## src/rtl/instr_fetch_unit_if.sv

```systemverilog
// Fetch-unit bus: decode-side valid/stall/redirect stream plus the ROM read port.
// master = fetch unit, slave = decode stage / ROM side.
interface instr_fetch_unit_if #(
   parameter int unsigned ADDRESS_WIDTH = 5,
   parameter int unsigned DATA_WIDTH    = 32,
   parameter int unsigned PC_WIDTH      = 32
);
   logic                     stall_i;
   logic                     redirect_i;
   logic [PC_WIDTH-1:0]      redirect_pc_i;
   logic [ADDRESS_WIDTH-1:0] imem_addr_o;
   logic [DATA_WIDTH-1:0]    imem_rd_i;
   logic [DATA_WIDTH-1:0]    instr_o;
   logic [PC_WIDTH-1:0]      instr_pc_o;
   logic                     instr_valid_o;
   logic                     fault_o;
   logic [PC_WIDTH-1:0]      fault_pc_o;

   modport master (
      input  stall_i, redirect_i, redirect_pc_i, imem_rd_i,
      output imem_addr_o, instr_o, instr_pc_o, instr_valid_o, fault_o, fault_pc_o
   );

   modport slave (
      output stall_i, redirect_i, redirect_pc_i, imem_rd_i,
      input  imem_addr_o, instr_o, instr_pc_o, instr_valid_o, fault_o, fault_pc_o
   );
endinterface

```

## src/rtl/instr_fetch_unit.sv

```systemverilog
// Instruction fetch unit: owns the PC, addresses a 1-cycle synchronous ROM,
// pairs returned words with their PC, handles stall/redirect, halts on bad PC.
// Optional macro FETCH_PERF_CNT_EN adds consumed-instruction and stall counters.
module instr_fetch_unit #(
   parameter int unsigned       ADDRESS_WIDTH = 5,
   parameter int unsigned       DATA_WIDTH    = 32,
   parameter int unsigned       PC_WIDTH      = 32,
   parameter logic [PC_WIDTH-1:0] RESET_PC    = '0
) (
   input  logic               clk,
   input  logic               rst_n,
   instr_fetch_unit_if.master bus
`ifdef FETCH_PERF_CNT_EN
   ,
   output logic [31:0]        perf_fetch_cnt_o,
   output logic [31:0]        perf_stall_cnt_o
`endif
);

   typedef enum logic [1:0] {BOOT, RUN, HALT} state_t;

   state_t              state, state_nxt;
   logic [PC_WIDTH-1:0] fetch_pc, fetch_pc_nxt;
   logic [PC_WIDTH-1:0] resp_pc, resp_pc_nxt;
   logic [PC_WIDTH-1:0] fault_pc, fault_pc_nxt;
   logic [PC_WIDTH-1:0] addr_pc;
   logic                addr_legal;
   logic                advance;

   // State register with synchronous active-low reset
   always_ff @(posedge clk) begin
      if (!rst_n) begin
         state    <= BOOT;
         fetch_pc <= RESET_PC;
         resp_pc  <= RESET_PC;
         fault_pc <= '0;
      end else begin
         state    <= state_nxt;
         fetch_pc <= fetch_pc_nxt;
         resp_pc  <= resp_pc_nxt;
         fault_pc <= fault_pc_nxt;
      end
   end

   // Issue-address select, legality check and next-state logic
   always_comb begin
      state_nxt    = state;
      fetch_pc_nxt = fetch_pc;
      resp_pc_nxt  = resp_pc;
      fault_pc_nxt = fault_pc;
      advance      = 1'b0;

      // Stall replays the presented word so the ROM output holds steady
      addr_pc = fetch_pc;
      if (bus.redirect_i) begin
         addr_pc = bus.redirect_pc_i;
      end else if (state == RUN && bus.stall_i) begin
         addr_pc = resp_pc;
      end
      addr_legal = (addr_pc[1:0] == 2'b00) &&
                   (addr_pc[PC_WIDTH-1:ADDRESS_WIDTH+2] == '0);

      case (state)
         BOOT:    advance = 1'b1;
         RUN:     advance = bus.redirect_i || !bus.stall_i;
         HALT:    advance = bus.redirect_i;
         default: advance = 1'b0;
      endcase

      if (advance) begin
         if (addr_legal) begin
            state_nxt    = RUN;
            resp_pc_nxt  = addr_pc;
            fetch_pc_nxt = addr_pc + PC_WIDTH'(4);
         end else begin
            state_nxt    = HALT;
            fault_pc_nxt = addr_pc;
         end
      end
   end

   // Output view of the registered state; ROM data passes straight to decode
   assign bus.imem_addr_o   = addr_pc[ADDRESS_WIDTH+1:2];
   assign bus.instr_o       = bus.imem_rd_i;
   assign bus.instr_pc_o    = resp_pc;
   assign bus.instr_valid_o = (state == RUN);
   assign bus.fault_o       = (state == HALT);
   assign bus.fault_pc_o    = fault_pc;

`ifdef FETCH_PERF_CNT_EN
   // Count consumed instructions and stalled presentation cycles
   always_ff @(posedge clk) begin
      if (!rst_n) begin
         perf_fetch_cnt_o <= '0;
         perf_stall_cnt_o <= '0;
      end else if (state == RUN && !bus.redirect_i) begin
         if (bus.stall_i) begin
            perf_stall_cnt_o <= perf_stall_cnt_o + 32'd1;
         end else begin
            perf_fetch_cnt_o <= perf_fetch_cnt_o + 32'd1;
         end
      end
   end
`endif

endmodule

```

## src/flat_wrapper.sv

```systemverilog
// flat-port wrapper written by rule: the top's interface ports become plain ports
module instr_fetch_unit_flat 
#(
   parameter int unsigned       ADDRESS_WIDTH = 5,
   parameter int unsigned       DATA_WIDTH    = 32,
   parameter int unsigned       PC_WIDTH      = 32,
   parameter logic [PC_WIDTH-1:0] RESET_PC    = '0
)
  (clk, rst_n, bus_stall_i, bus_redirect_i, bus_redirect_pc_i, bus_imem_rd_i, bus_imem_addr_o, bus_instr_o, bus_instr_pc_o, bus_instr_valid_o, bus_fault_o, bus_fault_pc_o);
  instr_fetch_unit_if #(.ADDRESS_WIDTH(ADDRESS_WIDTH), .DATA_WIDTH(DATA_WIDTH), .PC_WIDTH(PC_WIDTH)) bus_i ();
  input  logic clk;
  input  logic rst_n;
  input wire logic [$bits(bus_i.stall_i)-1:0] bus_stall_i;
  input wire logic [$bits(bus_i.redirect_i)-1:0] bus_redirect_i;
  input wire logic [$bits(bus_i.redirect_pc_i)-1:0] bus_redirect_pc_i;
  input wire logic [$bits(bus_i.imem_rd_i)-1:0] bus_imem_rd_i;
  output wire logic [$bits(bus_i.imem_addr_o)-1:0] bus_imem_addr_o;
  output wire logic [$bits(bus_i.instr_o)-1:0] bus_instr_o;
  output wire logic [$bits(bus_i.instr_pc_o)-1:0] bus_instr_pc_o;
  output wire logic [$bits(bus_i.instr_valid_o)-1:0] bus_instr_valid_o;
  output wire logic [$bits(bus_i.fault_o)-1:0] bus_fault_o;
  output wire logic [$bits(bus_i.fault_pc_o)-1:0] bus_fault_pc_o;
  assign bus_i.stall_i = bus_stall_i;
  assign bus_i.redirect_i = bus_redirect_i;
  assign bus_i.redirect_pc_i = bus_redirect_pc_i;
  assign bus_i.imem_rd_i = bus_imem_rd_i;
  assign bus_imem_addr_o = bus_i.imem_addr_o;
  assign bus_instr_o = bus_i.instr_o;
  assign bus_instr_pc_o = bus_i.instr_pc_o;
  assign bus_instr_valid_o = bus_i.instr_valid_o;
  assign bus_fault_o = bus_i.fault_o;
  assign bus_fault_pc_o = bus_i.fault_pc_o;
  instr_fetch_unit #(.ADDRESS_WIDTH(ADDRESS_WIDTH), .DATA_WIDTH(DATA_WIDTH), .PC_WIDTH(PC_WIDTH), .RESET_PC(RESET_PC)) u_core (.clk(clk), .rst_n(rst_n), .bus(bus_i));
endmodule
```

## config.mk

```make
export PLATFORM = sky130hd
export DESIGN_NAME = instr_fetch_unit_flat
export DESIGN_NICKNAME = d
export VERILOG_FILES = /design/src/rtl/instr_fetch_unit_if.sv /design/src/rtl/instr_fetch_unit.sv /design/src/flat_wrapper.sv
export SDC_FILE = /design/constraint.sdc
export NUM_CORES = 1
export LEC_CHECK = 0
export BUFFER_PORTS_ARGS = -buffer_cell sky130_fd_sc_hd__buf_2
export CORE_MARGIN = 1.5
export CORE_UTILIZATION = 53
export CTS_CLUSTER_SIZE = 40
export DETAILED_ROUTE_END_ITERATION = 10
export GPL_TIMING_DRIVEN = 1
export PLACE_DENSITY = 0.83
export SYNTH_ARGS = -nofsm -noshare
export SYNTH_HDL_FRONTEND = slang
export SYNTH_SLANG_ARGS = --single-unit
```

## constraint.sdc

```tcl
create_clock -name clk -period 6.7 [get_ports clk]
set_clock_uncertainty 0.2 [all_clocks]
set_input_delay 0.335 -clock clk [delete_from_list [all_inputs] [get_ports clk]]
set_output_delay 0.335 -clock clk [all_outputs]
set_load 0.01 [all_outputs]
```

==> flow_summary.ini <==
[status]
status = finished clean

[critical_path]
cp.arrival_ns = 3.97
critical_path_required_ns = 6.74
r2r-end = u_core.fetch_pc[7]$_SDFFE_PN0P_
slowest_stage = nand3b_1
slowest_delay_ns = 0.79
cp_max_fo = 24
path_class = flip-flop to flip-flop
cp_cell_sequence = nand3b_1 -> or3_1 -> a32oi_1 -> and4_1 -> nand3_1 -> o311a_1
reg2reg_depth = 6
rr_startpoint = u_core.state[0]$_SDFFE_PN0P_
cp-end-kind = flip-flop
r2r_slack_ns = 2.78
crit_path_start_kind = flip-flop

[synthesis]
synth_top_family_by_area = simple AND/OR/NAND/NOR gates
synth_warnings = 0
syn_avg_cell_area_um2 = 8.88
synth_edf_count = 0
yosysUniqueCellTypes = 62
ys_top_cells_by_area = dfxtp_1 (42%), and2_1 (7.0%), buf_4 (6.6%), nand2_1 (4.1%), mux2i_1 (3.9%)
synth_seq_cells = 96
synth_compound_area_share_pct = 19.5
synth_area_leader_cell = dfxtp_1
synthAdderAreaFrac_pct = 0.274
synth-simple-area-share_pct = 20.9
seq_area_frac_synth_pct = 42.0
synth_nets = 584
syn_area_um2 = 4570
synth_ff_type = dfxtp_1
netlist.area_leader.share_pct = 42.0
synthMuxAreaShare_pct = 5.91
syn_inst = 515
synth_xor_area_share_pct = 0.766
async_flop_share_pct = 0

[timing]
tns_ns = 0
min_period_ns = 3.92
slew_headroom_pct = 27.4
slew_viol_final = 0
worstMarginPinSlew_ns = 1.09
finalSetupViolCount = 0
finalHoldViolCount = 0
rsz0062_at_grt = no
post-route-period-util_pct = 58.6
max_freq_ghz = 0.255

[route]
first_pass_iters = 5
vias_per_cell = 6.00
dr.first_iter.drc_count = 328
detail-route-antenna-nets = 0
drt-total-wl_um = 12000
vias = 4022
wl_per_cell_um = 17.9
drc = 0

[pwr]
p_leak_uw = 0.00214
peakVddDrop_uv = 99.5
powerDensity_nw_per_um2 = 217

[cts]
post_cts_buffers = 0
cts_tree = yes
cts.sinks = 96
cts_hold_buf = 0
cts_buffers = 9
clkLatencyLatePin_ns = 0.36
clk_pin_slew_ns = 0.10
h-tree-depth = 3
clock_path_buffers = 2
postCtsResizedCells = 0
cts_root_buf = clkbuf_8

[global_routing]
antenna_found_initial = 0
grt_pass1_wl_um = 18400
grt-ovfl-total = 0
grtUsageTotal_pct = 26.5
grt_pass1_vias = 3578
grt_max_degree = 52

[die]
dieArea_um2 = 9190
fp.dieH_um = 95.9
die-width_um = 95.9
io_pins = 171
placementRows = 33
initial_core_util_pct = 55.1
core-area_um2 = 8300

[cells_and_area]
insertedDiodeCount = 0
n_fill_cell = 730
multi_input_area_um2 = 2170
area_growth_pct = 8.81
regArea_um2 = 1920
final_common_cell = buf_2
drive_gt1_share_pct = 26.2
final-instance-count-excl-fill = 670
final_cell_mix = buf_2 (106), dfxtp_1 (96), and2_1 (51)
nets = 629

[placement]
io_buffers = 106
dpl.hpwl_um = 8400
finalWeightedCongestion = 0.964
dp_cells = 654

[min_path]
holdPathEnd = u_core.bus.fault_pc_o[23]$_SDFFE_PN0P_
hold_path.class = primary input to flip-flop
hold_depth = 3
worstHoldStart = bus_redirect_pc_i[23]

[job]
maxCapViolCount = 0
state kept, by name, summed over array words and instances (netlist names):
register               count
u_core.state               2
u_core.fetch_pc           32
u_core.bus.fault_pc_o     32
u_core.bus.instr_pc_o     30
cell families (layout without fill, tap and decap cells):
kind of cell	count (synthesis)	count (layout)
flip-flops	96	96
multiplexers	26	26
AO/OA/AOI/OAI	130	130
adder cells (fa/ha/maj)	1	1
XOR/XNOR	4	4
AND/OR/NAND/NOR	179	179
buffers and inverters	79	129
Yosys cell counts, types with 2 or more instances:
master    number
o22ai_1        3
o21ai_1        4
a32o_1         2
a211oi_1       4
a211oi_2       3
a21boi_0       6
a211o_1        2
nor2_1        17
a222oi_1       2
a311oi_2       3
o21a_1        10
nand4_1        2
nor4_1        13
mux2_2         7
o211a_1        3
a21boi_1       3
a32oi_1        2
nor2b_1        2
buf_2          8
o21ai_0       27
buf_1          3
xnor2_1        2
or3_1          7
dfxtp_1       96
a21oi_1       34
clkbuf_1      20
nand3_1       23
xor2_1         2
o211ai_1       8
nand2_1       50
and4b_1        3
buf_6          2
mux2i_1       18
buf_4         40
and2_1        51
a21oi_2        4
nor3_1         2
inv_1          3
routing by layer:
layer	up-vias	wire length, um	global-route usage (%)
li1	1865	-	-
met1	1921	5220	36.8
met2	197	5450	39.3
met3	39	956	5.37
met4	0	347	12.3
met5	-	0	0
where the power goes:
group	switching, uW	internal, uW	total, uW
logic	83.0	46.3	129
clock network	201	156	357
registers	8.20	584	592
total	292	785	1080
cell type report:
| cell class | count | share of cell area, % |
|---|---|---|
| multi-input combinational | 340 | 43.6 |
| sequential | 96 | 38.6 |
| timing repair buffer | 109 | 11.1 |
| clock buffer | 12 | 3.12 |
| tap | 105 | 2.64 |
| clock inverter | 4 | 0.578 |
| inverter | 4 | 0.302 |
critical path: cells and delay by family, from the launching register on:
family	cells	cell delay [ns]
compound gates	2	0.82
flops	1	0.46
simple gates	4	2.32
per-stage QoR:
stage                     hold WS [ns]  cell area, um2  power (uW)  util (%)  worst slack, ns
after global routing            0.0879            4980        1120      60.0             2.51
after CTS                       0.0848            4980        1080      60.0             2.84
after floorplan                  0.226            4570         703         -             4.13
after detailed placement         0.246            4790         732      57.7             2.66
final                           0.0937            4980        1080      60.0             2.78
after global placement           0.239            4790         728      57.7             2.74
worst max path at each step:
stage	start	to	slack [ns]	cells past startpoint
3_5_place_dp	bus_redirect_i	u_core.fetch_pc[7]$_SDFFE_PN0P_	2.66	7
5_1_grt	u_core.state[0]$_SDFFE_PN0P_	u_core.bus.instr_pc_o[5]$_SDFFE_PN0P_	2.51	7
3_3_place_gp	bus_redirect_i	u_core.fetch_pc[7]$_SDFFE_PN0P_	2.74	7
6_report	u_core.state[0]$_SDFFE_PN0P_	u_core.fetch_pc[7]$_SDFFE_PN0P_	2.78	6
4_1_cts	u_core.state[0]$_SDFFE_PN0P_	u_core.fetch_pc[7]$_SDFFE_PN0P_	2.84	6
2_1_floorplan	u_core.state[1]$_SDFFE_PN0P_	u_core.bus.instr_pc_o[13]$_SDFFE_PN0P_	4.13	9
(Power assumes the default switching activity.)
